==> config.mk <==
export PLATFORM = sky130hd
export DESIGN_NAME = axi_slave_default
export DESIGN_NICKNAME = d
export VERILOG_FILES = /design/src/rtl/axi_slave_default.sv
export SDC_FILE = /design/constraint.sdc
export NUM_CORES = 1
export LEC_CHECK = 0
export CAP_MARGIN = 15
export CORE_UTILIZATION = 43
export DETAILED_ROUTE_END_ITERATION = 10
export GPL_TIMING_DRIVEN = 0
export PLACE_DENSITY = 0.95
export SLEW_MARGIN = 20
export SYNTH_ARGS = -nofsm -noshare
export SYNTH_HDL_FRONTEND = slang
export SYNTH_SLANG_ARGS = --single-unit
==> constraint.sdc <==
create_clock -name clk -period 6.7 [get_ports clk]
set_clock_uncertainty 0.2 [all_clocks]
set_input_delay 2.01 -clock clk [delete_from_list [all_inputs] [get_ports clk]]
set_output_delay 2.01 -clock clk [all_outputs]
set_load 0.05 [all_outputs]
==> src/rtl/axi_slave_default.sv <==
// Default AXI slave for unmapped interconnect ports: accepts every burst, answers with fixed
// responses and a constant read pattern, and keeps a saturating completion count plus last address.

module axi_slave_default #(
    parameter int          ID_WIDTH   = 4,
    parameter logic [1:0]  WR_RESP    = 2'b11,
    parameter logic [1:0]  RD_RESP    = 2'b11,
    parameter logic [31:0] RD_PATTERN = 32'hDEAD_BEEF
) (
    input  logic                clk,
    input  logic                rstn,
    output logic                SLAVE_CLK,
    output logic                SLAVE_RSTN,

    input  logic [ID_WIDTH-1:0] SLAVE_WR_ADDR_ID,
    input  logic [31:0]         SLAVE_WR_ADDR,
    input  logic [7:0]          SLAVE_WR_ADDR_LEN,
    input  logic [1:0]          SLAVE_WR_ADDR_BURST,
    input  logic                SLAVE_WR_ADDR_VALID,
    output logic                SLAVE_WR_ADDR_READY,

    input  logic [31:0]         SLAVE_WR_DATA,
    input  logic [3:0]          SLAVE_WR_STRB,
    input  logic                SLAVE_WR_DATA_LAST,
    input  logic                SLAVE_WR_DATA_VALID,
    output logic                SLAVE_WR_DATA_READY,

    output logic [ID_WIDTH-1:0] SLAVE_WR_BACK_ID,
    output logic [1:0]          SLAVE_WR_BACK_RESP,
    output logic                SLAVE_WR_BACK_VALID,
    input  logic                SLAVE_WR_BACK_READY,

    input  logic [ID_WIDTH-1:0] SLAVE_RD_ADDR_ID,
    input  logic [31:0]         SLAVE_RD_ADDR,
    input  logic [7:0]          SLAVE_RD_ADDR_LEN,
    input  logic [1:0]          SLAVE_RD_ADDR_BURST,
    input  logic                SLAVE_RD_ADDR_VALID,
    output logic                SLAVE_RD_ADDR_READY,

    output logic [ID_WIDTH-1:0] SLAVE_RD_BACK_ID,
    output logic [31:0]         SLAVE_RD_DATA,
    output logic [1:0]          SLAVE_RD_DATA_RESP,
    output logic                SLAVE_RD_DATA_LAST,
    output logic                SLAVE_RD_DATA_VALID,
    input  logic                SLAVE_RD_DATA_READY,

    output logic [15:0]         access_cnt,
    output logic [31:0]         last_addr,

    input  logic                i_dbg_cnt_load,
    input  logic [15:0]         i_dbg_cnt_value,
    output logic [1:0]          o_dbg_wr_state,
    output logic                o_dbg_rd_state
);

    // VALID/READY: a beat transfers on every rising edge where both are high; the source keeps its
    // payload stable while VALID && !READY. Every READY/VALID here is a decode of registered state.

    typedef enum logic [1:0] {
        W_IDLE = 2'd0,
        W_DATA = 2'd1,
        W_RESP = 2'd2
    } wr_state_t;

    typedef enum logic {
        R_IDLE = 1'b0,
        R_DATA = 1'b1
    } rd_state_t;

    wr_state_t r_wr_state;
    wr_state_t w_wr_state_nxt;
    rd_state_t r_rd_state;
    rd_state_t w_rd_state_nxt;

    // Low during reset and for the first cycle after release, so the address channels stay closed
    logic                r_awake;

    logic [ID_WIDTH-1:0] r_wr_id;
    logic [7:0]          r_wr_len;
    logic [7:0]          r_wbeat;
    logic [1:0]          r_wr_resp;

    logic [ID_WIDTH-1:0] r_rd_id;
    logic [7:0]          r_rd_len;
    logic [7:0]          r_rbeat;

    logic [15:0]         r_access_cnt;
    logic [31:0]         r_last_addr;

    logic                w_aw_ready;
    logic                w_w_ready;
    logic                w_b_valid;
    logic                w_aw_hs;
    logic                w_w_hs;
    logic                w_b_hs;

    logic                w_ar_ready;
    logic                w_r_valid;
    logic                w_r_last;
    logic                w_ar_hs;
    logic                w_r_hs;
    logic                w_r_done;

    logic [1:0]          w_cnt_inc;
    logic [16:0]         w_cnt_sum;
    logic                w_unused_inputs;

    assign SLAVE_CLK  = clk;
    assign SLAVE_RSTN = rstn;

    always_ff @(posedge clk or negedge rstn) begin
        if (!rstn) begin
            r_awake <= 1'b0;
        end else begin
            r_awake <= 1'b1;
        end
    end

    // ---------------- write FSM ----------------
    always_ff @(posedge clk or negedge rstn) begin
        if (!rstn) begin
            r_wr_state <= W_IDLE;
        end else begin
            r_wr_state <= w_wr_state_nxt;
        end
    end

    always_comb begin
        w_wr_state_nxt = r_wr_state;
        w_aw_ready     = 1'b0;
        w_w_ready      = 1'b0;
        w_b_valid      = 1'b0;
        case (r_wr_state)
            W_IDLE: w_aw_ready = r_awake;
            W_DATA: w_w_ready  = 1'b1;
            W_RESP: w_b_valid  = 1'b1;
            default: ;
        endcase
        w_aw_hs = SLAVE_WR_ADDR_VALID && w_aw_ready;
        w_w_hs  = SLAVE_WR_DATA_VALID && w_w_ready;
        w_b_hs  = w_b_valid && SLAVE_WR_BACK_READY;
        case (r_wr_state)
            W_IDLE:  if (w_aw_hs) w_wr_state_nxt = W_DATA;
            W_DATA:  if (w_w_hs && SLAVE_WR_DATA_LAST) w_wr_state_nxt = W_RESP;
            W_RESP:  if (w_b_hs) w_wr_state_nxt = W_IDLE;
            default: w_wr_state_nxt = W_IDLE;
        endcase
    end

    // Only LAST closes a burst; a beat count that disagrees with LEN turns the response into SLVERR
    always_ff @(posedge clk or negedge rstn) begin
        if (!rstn) begin
            r_wr_id   <= '0;
            r_wr_len  <= 8'd0;
            r_wbeat   <= 8'd0;
            r_wr_resp <= 2'b00;
        end else begin
            if (w_aw_hs) begin
                r_wr_id  <= SLAVE_WR_ADDR_ID;
                r_wr_len <= SLAVE_WR_ADDR_LEN;
                r_wbeat  <= 8'd0;
            end
            if (w_w_hs) begin
                r_wbeat <= r_wbeat + 8'd1;
                if (SLAVE_WR_DATA_LAST) begin
                    r_wr_resp <= (r_wbeat == r_wr_len) ? WR_RESP : 2'b10;
                end
            end
        end
    end

    assign SLAVE_WR_ADDR_READY = w_aw_ready;
    assign SLAVE_WR_DATA_READY = w_w_ready;
    assign SLAVE_WR_BACK_VALID = w_b_valid;
    assign SLAVE_WR_BACK_ID    = w_b_valid ? r_wr_id : '0;
    assign SLAVE_WR_BACK_RESP  = w_b_valid ? r_wr_resp : 2'b00;

    // ---------------- read FSM ----------------
    always_ff @(posedge clk or negedge rstn) begin
        if (!rstn) begin
            r_rd_state <= R_IDLE;
        end else begin
            r_rd_state <= w_rd_state_nxt;
        end
    end

    always_comb begin
        w_rd_state_nxt = r_rd_state;
        w_ar_ready     = 1'b0;
        w_r_valid      = 1'b0;
        w_r_last       = 1'b0;
        case (r_rd_state)
            R_IDLE: w_ar_ready = r_awake;
            R_DATA: begin
                w_r_valid = 1'b1;
                w_r_last  = (r_rbeat == r_rd_len);
            end
            default: ;
        endcase
        w_ar_hs  = SLAVE_RD_ADDR_VALID && w_ar_ready;
        w_r_hs   = w_r_valid && SLAVE_RD_DATA_READY;
        w_r_done = w_r_hs && w_r_last;
        case (r_rd_state)
            R_IDLE:  if (w_ar_hs) w_rd_state_nxt = R_DATA;
            R_DATA:  if (w_r_done) w_rd_state_nxt = R_IDLE;
            default: w_rd_state_nxt = R_IDLE;
        endcase
    end

    always_ff @(posedge clk or negedge rstn) begin
        if (!rstn) begin
            r_rd_id  <= '0;
            r_rd_len <= 8'd0;
            r_rbeat  <= 8'd0;
        end else begin
            if (w_ar_hs) begin
                r_rd_id  <= SLAVE_RD_ADDR_ID;
                r_rd_len <= SLAVE_RD_ADDR_LEN;
                r_rbeat  <= 8'd0;
            end else if (w_r_hs) begin
                r_rbeat <= r_rbeat + 8'd1;
            end
        end
    end

    assign SLAVE_RD_ADDR_READY = w_ar_ready;
    assign SLAVE_RD_DATA_VALID = w_r_valid;
    assign SLAVE_RD_DATA_LAST  = w_r_last;
    assign SLAVE_RD_BACK_ID    = w_r_valid ? r_rd_id : '0;
    assign SLAVE_RD_DATA       = w_r_valid ? RD_PATTERN : 32'd0;
    assign SLAVE_RD_DATA_RESP  = w_r_valid ? RD_RESP : 2'b00;

    // ---------------- debug counters ----------------
    // A write response and a final read beat can land on the same edge, hence a 2-bit increment
    assign w_cnt_inc = {1'b0, w_b_hs} + {1'b0, w_r_done};
    assign w_cnt_sum = {1'b0, r_access_cnt} + {15'd0, w_cnt_inc};

    always_ff @(posedge clk or negedge rstn) begin
        if (!rstn) begin
            r_access_cnt <= 16'd0;
        end else if (i_dbg_cnt_load) begin
            r_access_cnt <= i_dbg_cnt_value;
        end else if (w_cnt_sum[16]) begin
            r_access_cnt <= 16'hFFFF;
        end else begin
            r_access_cnt <= w_cnt_sum[15:0];
        end
    end

    always_ff @(posedge clk or negedge rstn) begin
        if (!rstn) begin
            r_last_addr <= 32'd0;
        end else if (w_ar_hs) begin
            r_last_addr <= SLAVE_RD_ADDR;
        end else if (w_aw_hs) begin
            r_last_addr <= SLAVE_WR_ADDR;
        end
    end

    assign access_cnt     = r_access_cnt;
    assign last_addr      = r_last_addr;
    assign o_dbg_wr_state = r_wr_state;
    assign o_dbg_rd_state = r_rd_state;

    assign w_unused_inputs = ^{SLAVE_WR_ADDR_BURST, SLAVE_WR_DATA, SLAVE_WR_STRB, SLAVE_RD_ADDR_BURST};

endmodule

# Word level (Yosys, flattened, before mapping)

Cells that the tools add are included.

Flip-flop bits (word level): 94
Latch bits: 0
Bits in writable memories: 0
ROM bits: 0
Output and inout bits: 103
Word-level logic and storage cells: 64
Memories kept: 0

$add $sub $neg: 4
Multipliers: 0
Div/mod/pow operators: 0
Magnitude comparators: 0
Equal/unequal tests: 7
Shift-type cells: 0
Multiplexer cells: 27
Bitwise logic cells: 1
Reduce and logical (&&, ||, !) cells: 13

Operator list:

| operator                                            | number |
|---|---|
| two-way mux 32 bit                                  | 3 |
| two-way mux 16 bit                                  | 2 |
| two-way mux 8 bit                                   | 4 |
| adder 16 x 2 -> 17 bit                              | 1 |
| adder 8 x 1 -> 8 bit, second input constant         | 2 |
| equality test 8 bit                                 | 2 |
| two-way mux 2 bit                                   | 5 |
| two-way mux 1 bit                                   | 9 |
| two-way mux 4 bit                                   | 2 |
| logical AND 1 bit                                   | 7 |
| inequality test 2 bit, second input constant        | 3 |
| one-hot mux 2 bit (3 select lines)                  | 1 |
| nonzero test 2 bit                                  | 3 |
| AND reduction 3 bit                                 | 1 |
| adder 1 x 1 -> 2 bit                                | 1 |
| equality test 2 x 1 -> 1 bit, second input constant | 1 |
| equality test 2 bit, second input constant          | 1 |
| zero test 2 bit                                     | 1 |
| one-hot mux 1 bit (2 select lines)                  | 1 |
| AND reduction 2 bit                                 | 1 |
| NOT 1 bit                                           | 1 |

# Depth between registers and ports, before layout

Depth in word-level cells: 7
Gate-level depth with buffers: 11
Gate-level depth less buffers: 10

==> key figures <==
Clocking
  • Clk_lat worst skew: ~0.44 ns
  • CTS tree: built
  • CTS clk-pin slew, worst paths: roughly 0.07 ns
  • Post-CTS Hold Buffers: 0
  • Number of setup buffers added after CTS: 0
  • Post-CTS sizing: 0

Power
  • Pleak: 0.003358 uW
  • Power Density: roughly 440 mW/mm^2
  • Peak supply drop: a little under 0.3 mV

Critical path
  • Most frequent CP cell: clkbuf_16
  • CP required: about 4.5 ns
  • Reg2reg path depth: 7
  • Crit-path slowest cell: clkdlybuf4s50_1
  • Cell Chain, Critical Path: clkbuf_16 > clkbuf_16 > buf_4 > clkdlybuf4s50_1
  • Crit path launch type: clock port
  • Reg2Reg Launch Point: o_dbg_rd_state
  • Crit-path max FO: 2
  • Worst path arrival time: between 4 and 5 ns
  • Reg2reg end: access_cnt[0]
  • Worst reg2reg setup slack: between 3 and 4 ns
  • Critical path class: clock port to output pin
  • Crit-path max cell delay: around 0.72 ns
  • Kind of end point of the critical path: output pin

Route
  • Post-Route WL: approximately 14 mm
  • Drt first pass iters: 4
  • Detailed-route via count: around 4,700
  • Routed len/inst: 15.44 um
  • Initial DRC count: ~250
  • ANT nets after route: 0
  • DRC errors left: 0
  • Via density: slightly above 5

Floorplanning
  • Die Span Y: 108.5 um
  • IO Count: between 200 and 300
  • Core region area: approximately 0.011 mm^2
  • FP Rows: 38
  • Die ar.: 0.01177 mm^2
  • Initial Util: between 40 and 50%
  • Die W: about 110 um

Timing
  • Worst hold slack: 0.2630 ns
  • Fin. Hold Viols: 0
  • Slew @ Worst Pin: 0.9942 ns
  • Unrepaired setup endpoints after global routing: false
  • Final setup vio count: 0
  • Max Slew Vio Count: 0
  • Relative slew slack: around 34%

Final layout
  • Fraction of layout cells with a size suffix above 1: approximately 11%
  • Fin nets: 940
  • Non-Filler Instances: about 930
  • Most common cell after layout, fill and taps aside: clkdlybuf4s50_1
  • Antenna cells: 0
  • Most frequent cells in the layout: clkdlybuf4s50_1, nand2_1, dfrtp_1
  • Fillers: 837
  • Design area: around 0.0076 mm^2
  • Area grow syn2layout: 54.95%

Status
  • Run status: finished, final reports clean

Global routing
  • Pin count of the biggest net entering global routing: 57
  • GRT Total Usage: about a quarter
  • Vias in the first global route: around 4,600
  • Total gr overflow: 0
  • Initial antenna violation count: 0
  • First-pass GRT wire length: ~22 mm

Place
  • Inst Count DP: roughly 910
  • Dpl cell area: 0.007167 mm^2
  • Port-buffer cells: 206
  • Global placer's final weighted congestion: about 0.8
  • Detailed Place HPWL: 10.77 mm

Synthesis
  • Commonest register cell after synthesis: dfrtp_1
  • Post-Syn Area: 0.004875 mm^2
  • EDFF count, synth: 0
  • Area leader, netlist: dfrtp_1
  • Dominant cells by area after synthesis: dfrtp_1, nand2_1, buf_4
  • Unique masters post-synth: between 40 and 50
  • Register area share after synthesis: 48.25%
  • Mean Syn Cell Area: just under 9 um^2
  • FF+latch count, synth: 94
  • Cells after Synth: between 500 and 600
  • Post-synth ARST share: 100.0%
  • Yosys top cell area share: roughly half
  • Ys Warns: 0

Hold path
  • Worst hold-check path type: flop to flop
  • Hold depth: 1
  • WHS Endpoint: r_wr_resp[1]
  • Hold wc startpoint: r_wr_resp[1]

Run
  • Max-cap violation count: 0
==> stage by stage <==
stage | power, uW | TNS [ns] | utilization, % | setup WS [ns]
global route | 3464 | 0 | 69.07 | 0.05892
CTS | 3331 | 0 | 69.07 | 0.05764
detailed placement | 2700 | 0 | 65.54 | 0.3545
global placement | 2649 | -12.90 | 65.27 | -2.369
finish | 3312 | 0 | 69.07 | 0.05883
floorplan | 2089 | 0 | - | 0.9729
==> worst max-delay path: cells and delay by family <==
family / cells / cell delay [ns]
buffers and inverters: 4 / 1.09
==> registers in the layout, summed over array words and instances, names as in the netlist <==
register / cells
r_rbeat: 8
r_rd_len: 8
r_wbeat: 8
r_wr_len: 8
o_dbg_wr_state: 2
r_wr_resp: 2
r_rd_id: 4
r_wr_id: 4
last_addr: 32
access_cnt: 16
o_dbg_rd_state: 1
r_awake: 1
==> cells in the mapped netlist (2+ instances only) <==
| cell | instances |
|---|---|
| nor2_1 | 53 |
| mux2i_1 | 7 |
| nand4_1 | 11 |
| o21ai_0 | 13 |
| and3_1 | 2 |
| dfrtp_1 | 94 |
| o211ai_1 | 3 |
| xor2_1 | 8 |
| xnor2_1 | 21 |
| a31oi_1 | 36 |
| nor2b_1 | 8 |
| conb_1 | 2 |
| buf_4 | 42 |
| o31ai_1 | 3 |
| and2_1 | 10 |
| nor3_1 | 2 |
| nand3_1 | 9 |
| or3_1 | 2 |
| clkbuf_1 | 11 |
| and3_2 | 2 |
| nand2_1 | 167 |
| and2_2 | 5 |
| inv_1 | 5 |
| ha_1 | 3 |
| a21oi_1 | 10 |
| nand4_4 | 2 |
| buf_2 | 9 |
==> cell type report <==
type / instances / area (um^2) / share of cell area, %
multi-input cells: 400 / 2117 / 28.03
inverters: 5 / 18.77 / 0.2485
clock buffers: 16 / 341.6 / 4.522
flip-flops and latches: 94 / 2352 / 31.14
clock inverters: 4 / 55.05 / 0.7288
plain buffers: 63 / 412.9 / 5.466
well taps: 140 / 175.2 / 2.319
repair buffers: 206 / 2081 / 27.55
==> report_power, final <==
group / leakage, uW / switching [uW] / internal, uW / total [uW]
combinational: 0.00202 / 1060 / 641 / 1700
clock: 0.000195 / 260 / 405 / 664
sequential: 0.00115 / 174 / 774 / 948
total: 0.00336 / 1490 / 1820 / 3310
==> worst max path at each step <==
| stage | from | end | slack [ns] | cells after the start |
|---|---|---|---|---|
| 4_1_cts | clk | SLAVE_CLK | 0.06 | 4 |
| 5_1_grt | clk | SLAVE_CLK | 0.06 | 4 |
| 6_report | clk | SLAVE_CLK | 0.06 | 4 |
| 3_5_place_dp | clk | SLAVE_CLK | 0.35 | 2 |
| 3_3_place_gp | rstn | SLAVE_RSTN | -2.37 | 3 |
| 2_1_floorplan | clk | SLAVE_CLK | 0.97 | 1 |
==> cells by family (layout without fill, tap and decap cells) <==
group / after synthesis / count (layout) / share of synthesized area, %
buf+inv: 68 / 294 / 8.855
flops: 94 / 94 / 48.25
simple gates: 284 / 284 / 26.59
mux: 7 / 7 / 1.437
other cells: 2 / 9 / 0.1541
compound gates: 67 / 67 / 8.316
xor+xnor: 29 / 29 / 5.211
fa+ha+maj: 4 / 4 / 1.181
==> layer usage <==
metal  GRT usage, %  routed length (um)  vias up
met5              0                   0        -
met4          8.784                 235        0
met3          5.244                 925       22
met2          42.72                7298      164
met1          29.04                5867     2272
li1               -                   -     2234
(Power assumes the default switching activity.)
==> RTL edit 1, RTL diff (same flow settings) <==
Put one more register stage on the output `access_cnt`, with the module's reset. The value now appears one clock later. The other outputs are not delayed to match.
--- a/src/rtl/axi_slave_default.sv
+++ b/src/rtl/axi_slave_default.sv
@@ -257,7 +257,13 @@
         end
     end
 
-    assign access_cnt     = r_access_cnt;
+    always_ff @(posedge clk or negedge rstn) begin
+        if (!rstn) begin
+            access_cnt <= '0;
+        end else begin
+            access_cnt <= r_access_cnt;
+        end
+    end
     assign last_addr      = r_last_addr;
     assign o_dbg_wr_state = r_wr_state;
     assign o_dbg_rd_state = r_rd_state;
Formal check against the unedited RTL: not equivalent (a bounded check fails within 4 cycles, from zero or initial values and one cycle with rstn low).
==> RTL edit 1 against the original RTL <==
Sequential cell count increased by 16. Final cell count increased by 2.4%. Count of clock-buffer cells in the layout decreased by 1. Via count increased by 1.3%. Synthesized area increased by 9.1%. Routed wire length increased by 3.5%. Global-route usage about the same. Design area increased by 5.8%. Critical path type unchanged. Worst setup slack improved by 0.033 ns. Power increased by 2.4%. Die area increased by 9.0%.
==> RTL edit 1: results (changes against the original RTL) <==
- Initial DRC count: 317 (was 251)
- Final RePlAce weighted congestion: 0.849 (was 0.802)
- Final WS setup: 0.0923 ns (was 0.0588 ns)
- Hold_ws: 0.230 ns (was 0.263 ns)
- Outcome: complete, no violations (unchanged)
- Place WS: 0.354 ns (unchanged)
- Tot GR Track Use: 0.243 (about the same)
- First-pass GRT wire length: 23.7 mm (was 22.1 mm)
- Placed wire-length estimate: 11.2 mm (was 10.8 mm)
- Pleak: 3.60 nW (was 3.36 nW)
- Synth unique cells: 52 (was 42)
- Slew HR: 0.348 (was 0.337)
- Worst r2r path cells: 9 (was 7)
- Fillers: 930 (was 837)
- Slowest stage delay, CP: 0.69 ns (was 0.72 ns)
- DRT Pass-1 Iters: 5 (was 4)
- Hold depth: 0 (was 1)
- I/O Buffers: 207 (was 206)
- Fin nets: 955 (was 940)
- Post-synthesis sequential area ratio: 0.517 (was 0.483)
- Max IR drop VDD: 0.378 mV (was 0.291 mV)
- Placed cells: 931 (was 909)
- CP arrival: 4.40 ns (was 4.43 ns)
- Vias in the first global route: 4618 (was 4576)
- Worst skew pair latency: 0.46 ns (was 0.44 ns)
- Via/cell ratio: 5.00 (was 5.06)
- Post-Syn Instances: 569 (was 555)
- DR WL/cell: 15.6 um (was 15.4 um)
- Share of layout cells above drive strength 1: 0.115 (was 0.114)
- Worst reg-to-reg setup slack: 3.46 ns (was 3.68 ns)
- Vias: 4753 (was 4692)
- Internal power: 1.88 mW (was 1.82 mW)
## RTL edit 1: cell types whose count changed after synthesis, sizes merged, moves of 4 or more
cell / delta
inv: +4
xor2: +6
nand2: -10
dfrtp: +16
nand4: -4
nor2: -4
nor2b: +5
xnor2: -5
o21ai: -4
## RTL edit 1: area by class of cell
type                            count  area share
Clock inverter                      5     0.00423
Clock buffer                       15      0.0423
Sequential cell                   110       0.344
Inverter                            9     0.00423
Tap cell                          147      0.0230
Timing Repair Buffer              207       0.262
Multi-Input combinational cell    395       0.269
Buffer                             62      0.0512
## RTL edit 1: routing by layer
layer	track usage	up-vias	share of wire
met1	0.286	2245	0.39
li1	-	2287	-
met5	0	-	0
met3	0.0686	33	0.082
met4	0.125	0	0.029
met2	0.406	188	0.50
## RTL edit 1: worst max-delay path, delay by kind of cell
kind / cells / cell delay (ns)
buffers and inverters: 4 / 1.06
## RTL edit 1: cell families after synthesis
kind of cell / synth area share
adders and majority gates: 0.0108
DFF: 0.517
muxes: 0.00941
buffers and inverters: 0.0833
and+or+nand+nor: 0.243
AOI/OAI and AO/OA: 0.0849
xor gates and xnor gates: 0.0494
other: 0.00141
## RTL edit 1: worst paths after layout
kind | startpoint | to
setup / recovery | clk | SLAVE_CLK
hold / removal | r_access_cnt[7]$_DFF_PN0_ | access_cnt[7]$_DFF_PN0_
setup reg to reg | o_dbg_rd_state$_DFF_PN0_ | r_access_cnt[8]$_DFF_PN0_
hold reg to reg | r_access_cnt[7]$_DFF_PN0_ | access_cnt[7]$_DFF_PN0_
max in group asynchronous | rstn | r_wbeat[4]$_DFFE_PN0P_
min in group asynchronous | rstn | r_rbeat[7]$_DFFE_PN0P_
## RTL edit 1: through the flow
stage               utilization  area, um2
floorplan                     -       5350
global placement          0.633       7600
detailed placement        0.635       7630
CTS                       0.665       7990
global route              0.665       7990
finish                    0.665       7990
## RTL edit 1: power by group through the flow
| stage | Combinational (mW) | Clock, mW | Sequential, mW |
|---|---|---|---|
| 2_1_floorplan | 0.718 | 0.0322 | 1.44 |
| 3_3_place_gp | 1.66 | 0.0427 | 1.06 |
| 3_5_place_dp | 1.70 | 0.0427 | 1.07 |
| 4_1_cts | 1.70 | 0.655 | 1.05 |
| 5_1_grt | 1.78 | 0.687 | 1.08 |
| 6_report | 1.69 | 0.645 | 1.06 |
==> RTL edit 2, RTL diff (config.mk and constraints unchanged) <==
Without the edit above. Set the parameter `ID_WIDTH` to 6 (it was 4).
--- a/src/rtl/axi_slave_default.sv
+++ b/src/rtl/axi_slave_default.sv
@@ -2,7 +2,7 @@
 // responses and a constant read pattern, and keeps a saturating completion count plus last address.
 
 module axi_slave_default #(
-    parameter int          ID_WIDTH   = 4,
+    parameter int          ID_WIDTH   = 6,
     parameter logic [1:0]  WR_RESP    = 2'b11,
     parameter logic [1:0]  RD_RESP    = 2'b11,
     parameter logic [31:0] RD_PATTERN = 32'hDEAD_BEEF
Interface: changed (resized SLAVE_RD_ADDR_ID, SLAVE_RD_BACK_ID, SLAVE_WR_ADDR_ID and SLAVE_WR_BACK_ID); port bits go from 256 to 264. The function was not compared with the original's and may differ.
==> RTL edit 2 against the original RTL <==
Sequential cell count up 4. Largest power group unchanged. Synthesized cell count up 4.3%. Clock power about the same. Critical path type unchanged. Worst hold slack better by 0.0047 ns. Critical endpoint unchanged. Design area up 2.7%. Non-clock buffer count up 9. Worst setup slack better by 0.011 ns. Power up 6.3%. Sequential share of layout area up 0.48 points. Synthesized area up 2.4%. Routed wire length up 3.1%.
==> RTL edit 2: results (changes against the original RTL) <==
- Outcome: complete, no violations (unchanged)
- Hold Fails Final Rpt: 0 (unchanged)
- DRT Pass-1 Iters: 4 (unchanged)
- Placed wire-length estimate: 10.9 mm (was 10.8 mm)
- Worst reg-to-reg setup slack: 3.23 ns (was 3.68 ns)
- Synth unique cells: 41 (was 42)
- Vias in the first global route: 4735 (was 4576)
- Initial antenna violation count: 0 (unchanged)
- CTS clk-pin slew, worst paths: 0.06 ns
- ANT cells: 0 (unchanged)
- Initial DRC count: 220 (was 251)
- Hold_ws: 0.268 ns (was 0.263 ns)
- Max IR drop VDD: 0.445 mV (was 0.291 mV)
- Via/cell ratio: 5.00 (was 5.06)
- Post-synthesis sequential area ratio: 0.491 (was 0.483)
- Vias: 4806 (was 4692)
- Placed cells: 942 (was 909)
- Hold Crit Class: flip-flop to flip-flop (unchanged)
- Worst skew pair latency: 0.44 ns (about the same)
- Place WS: 0.354 ns (unchanged)
- Fillers: 841 (was 837)
- DR WL/cell: 15.4 um (about the same)
- Fin nets: 977 (was 940)
- Detailed-route DRC error count: 0 (unchanged)
- Tightest Pin Transition: 0.958 ns (was 0.994 ns)
- Pleak: 3.45 nW (was 3.36 nW)
- I/O Buffers: 215 (was 206)
- Share of layout cells above drive strength 1: 0.0853 (was 0.114)
- First-pass GRT wire length: 23.2 mm (was 22.1 mm)
- Total setup buffers inserted after CTS: 0 (unchanged)
- Largest net degree at the start of global routing: 63 (was 57)
- Async SR Flop Fraction: 1.00 (unchanged)
- Final WS setup: 0.0701 ns (was 0.0588 ns)
- CP arrival: 4.42 ns (was 4.43 ns)
- Final RePlAce weighted congestion: 0.850 (was 0.802)
- Top cells by count, synth: 178 x nand2_1, 98 x dfrtp_1, 53 x nor2_1 (was 167 x nand2_1, 94 x dfrtp_1, 53 x nor2_1)
- Cts repair resizes: 0 (unchanged)
- Tot GR Track Use: 0.259 (was 0.243)
- Synth Warn #: 0 (unchanged)
- Syn avg cell area: 8.62 um2 (was 8.78 um2)
- Max reg flops: 32 (unchanged)
- CP max FO: 2 (unchanged)
- Synth area leaders: dfrtp_1 49%, nand2_1 13%, buf_4 5.6%, a31oi_1 4.3%, xnor2_1 4.0% (was dfrtp_1 48%, nand2_1 13%, buf_4 6.5%, a31oi_1 4.6%, nor2_1 4.1%)
-- RTL edit 2: cell count changes in the layout (fill, tap and decap cells not counted), moves of 4 or more --
cell and change:
dfrtp_1 +4, clkdlybuf4s50_1 +9, and2_2 -5, nand2_1 +11, and2_1 +7, buf_2 -4, clkbuf_1 +6, and3_1 +4
buf_4 -5
-- RTL edit 2: per-layer routing --
metal	up-vias	track usage	part of all wire
met5	-	0	0
met4	0	0.103	0.020
met3	21	0.0812	0.094
met2	213	0.440	0.50
met1	2241	0.303	0.39
li1	2331	-	-
-- RTL edit 2: critical path: stages --
cell and delay (ns):
clkbuf_16 0.12, clkbuf_16 0.13, buf_4 0.12, clkdlybuf4s50_1 0.69
-- RTL edit 2: kinds of logic (layout without fill, tap and decap cells) --
family          Yosys count  after routing  synth area share
compound gates           66             66            0.0820
simple gates            305            305             0.271
flops                    98             98             0.491
fa+ha+maj                 4              4            0.0115
mux                       5              5            0.0100
buf+inv                  70            305            0.0820
xor+xnor                 29             29            0.0509
other cells               2              9           0.00150
-- RTL edit 2: worst paths after layout --
check | startpoint | endpoint | cells after the start
max in group asynchronous | rstn | last_addr[30]$_DFFE_PN0P_ | 2
max reg2reg | o_dbg_rd_state$_DFF_PN0_ | access_cnt[14]$_DFF_PN0_ | 8
min reg2reg | r_wr_id[2]$_DFFE_PN0P_ | r_wr_id[2]$_DFFE_PN0P_ | 2
min in group asynchronous | rstn | r_rd_len[3]$_DFFE_PN0P_ | 1
min | r_wr_id[2]$_DFFE_PN0P_ | r_wr_id[2]$_DFFE_PN0P_ | 2
max | clk | SLAVE_CLK | 4
-- RTL edit 2: power breakdown --
part	switching, mW	internal, mW	total (mW)
Clock	0.262	0.403	0.665
Combinational	1.16	0.699	1.86
Sequential	0.185	0.812	0.998
Total	1.61	1.91	3.52
-- RTL edit 2: layout make-up --
cell class / instances / area share
sequential: 98 / 0.316
multi-input combinational: 418 / 0.278
clock inverter: 4 / 0.00645
timing repair buffer: 215 / 0.280
tap: 140 / 0.0226
buffer: 63 / 0.0494
clock buffer: 16 / 0.0440
inverter: 7 / 0.00339
-- RTL edit 2: per-stage QoR --
stage | cell area [um2] | util
2_1_floorplan | 5020 | -
3_3_place_gp | 7350 | 0.663
3_5_place_dp | 7370 | 0.666
4_1_cts | 7760 | 0.700
5_1_grt | 7760 | 0.700
6_report | 7760 | 0.700
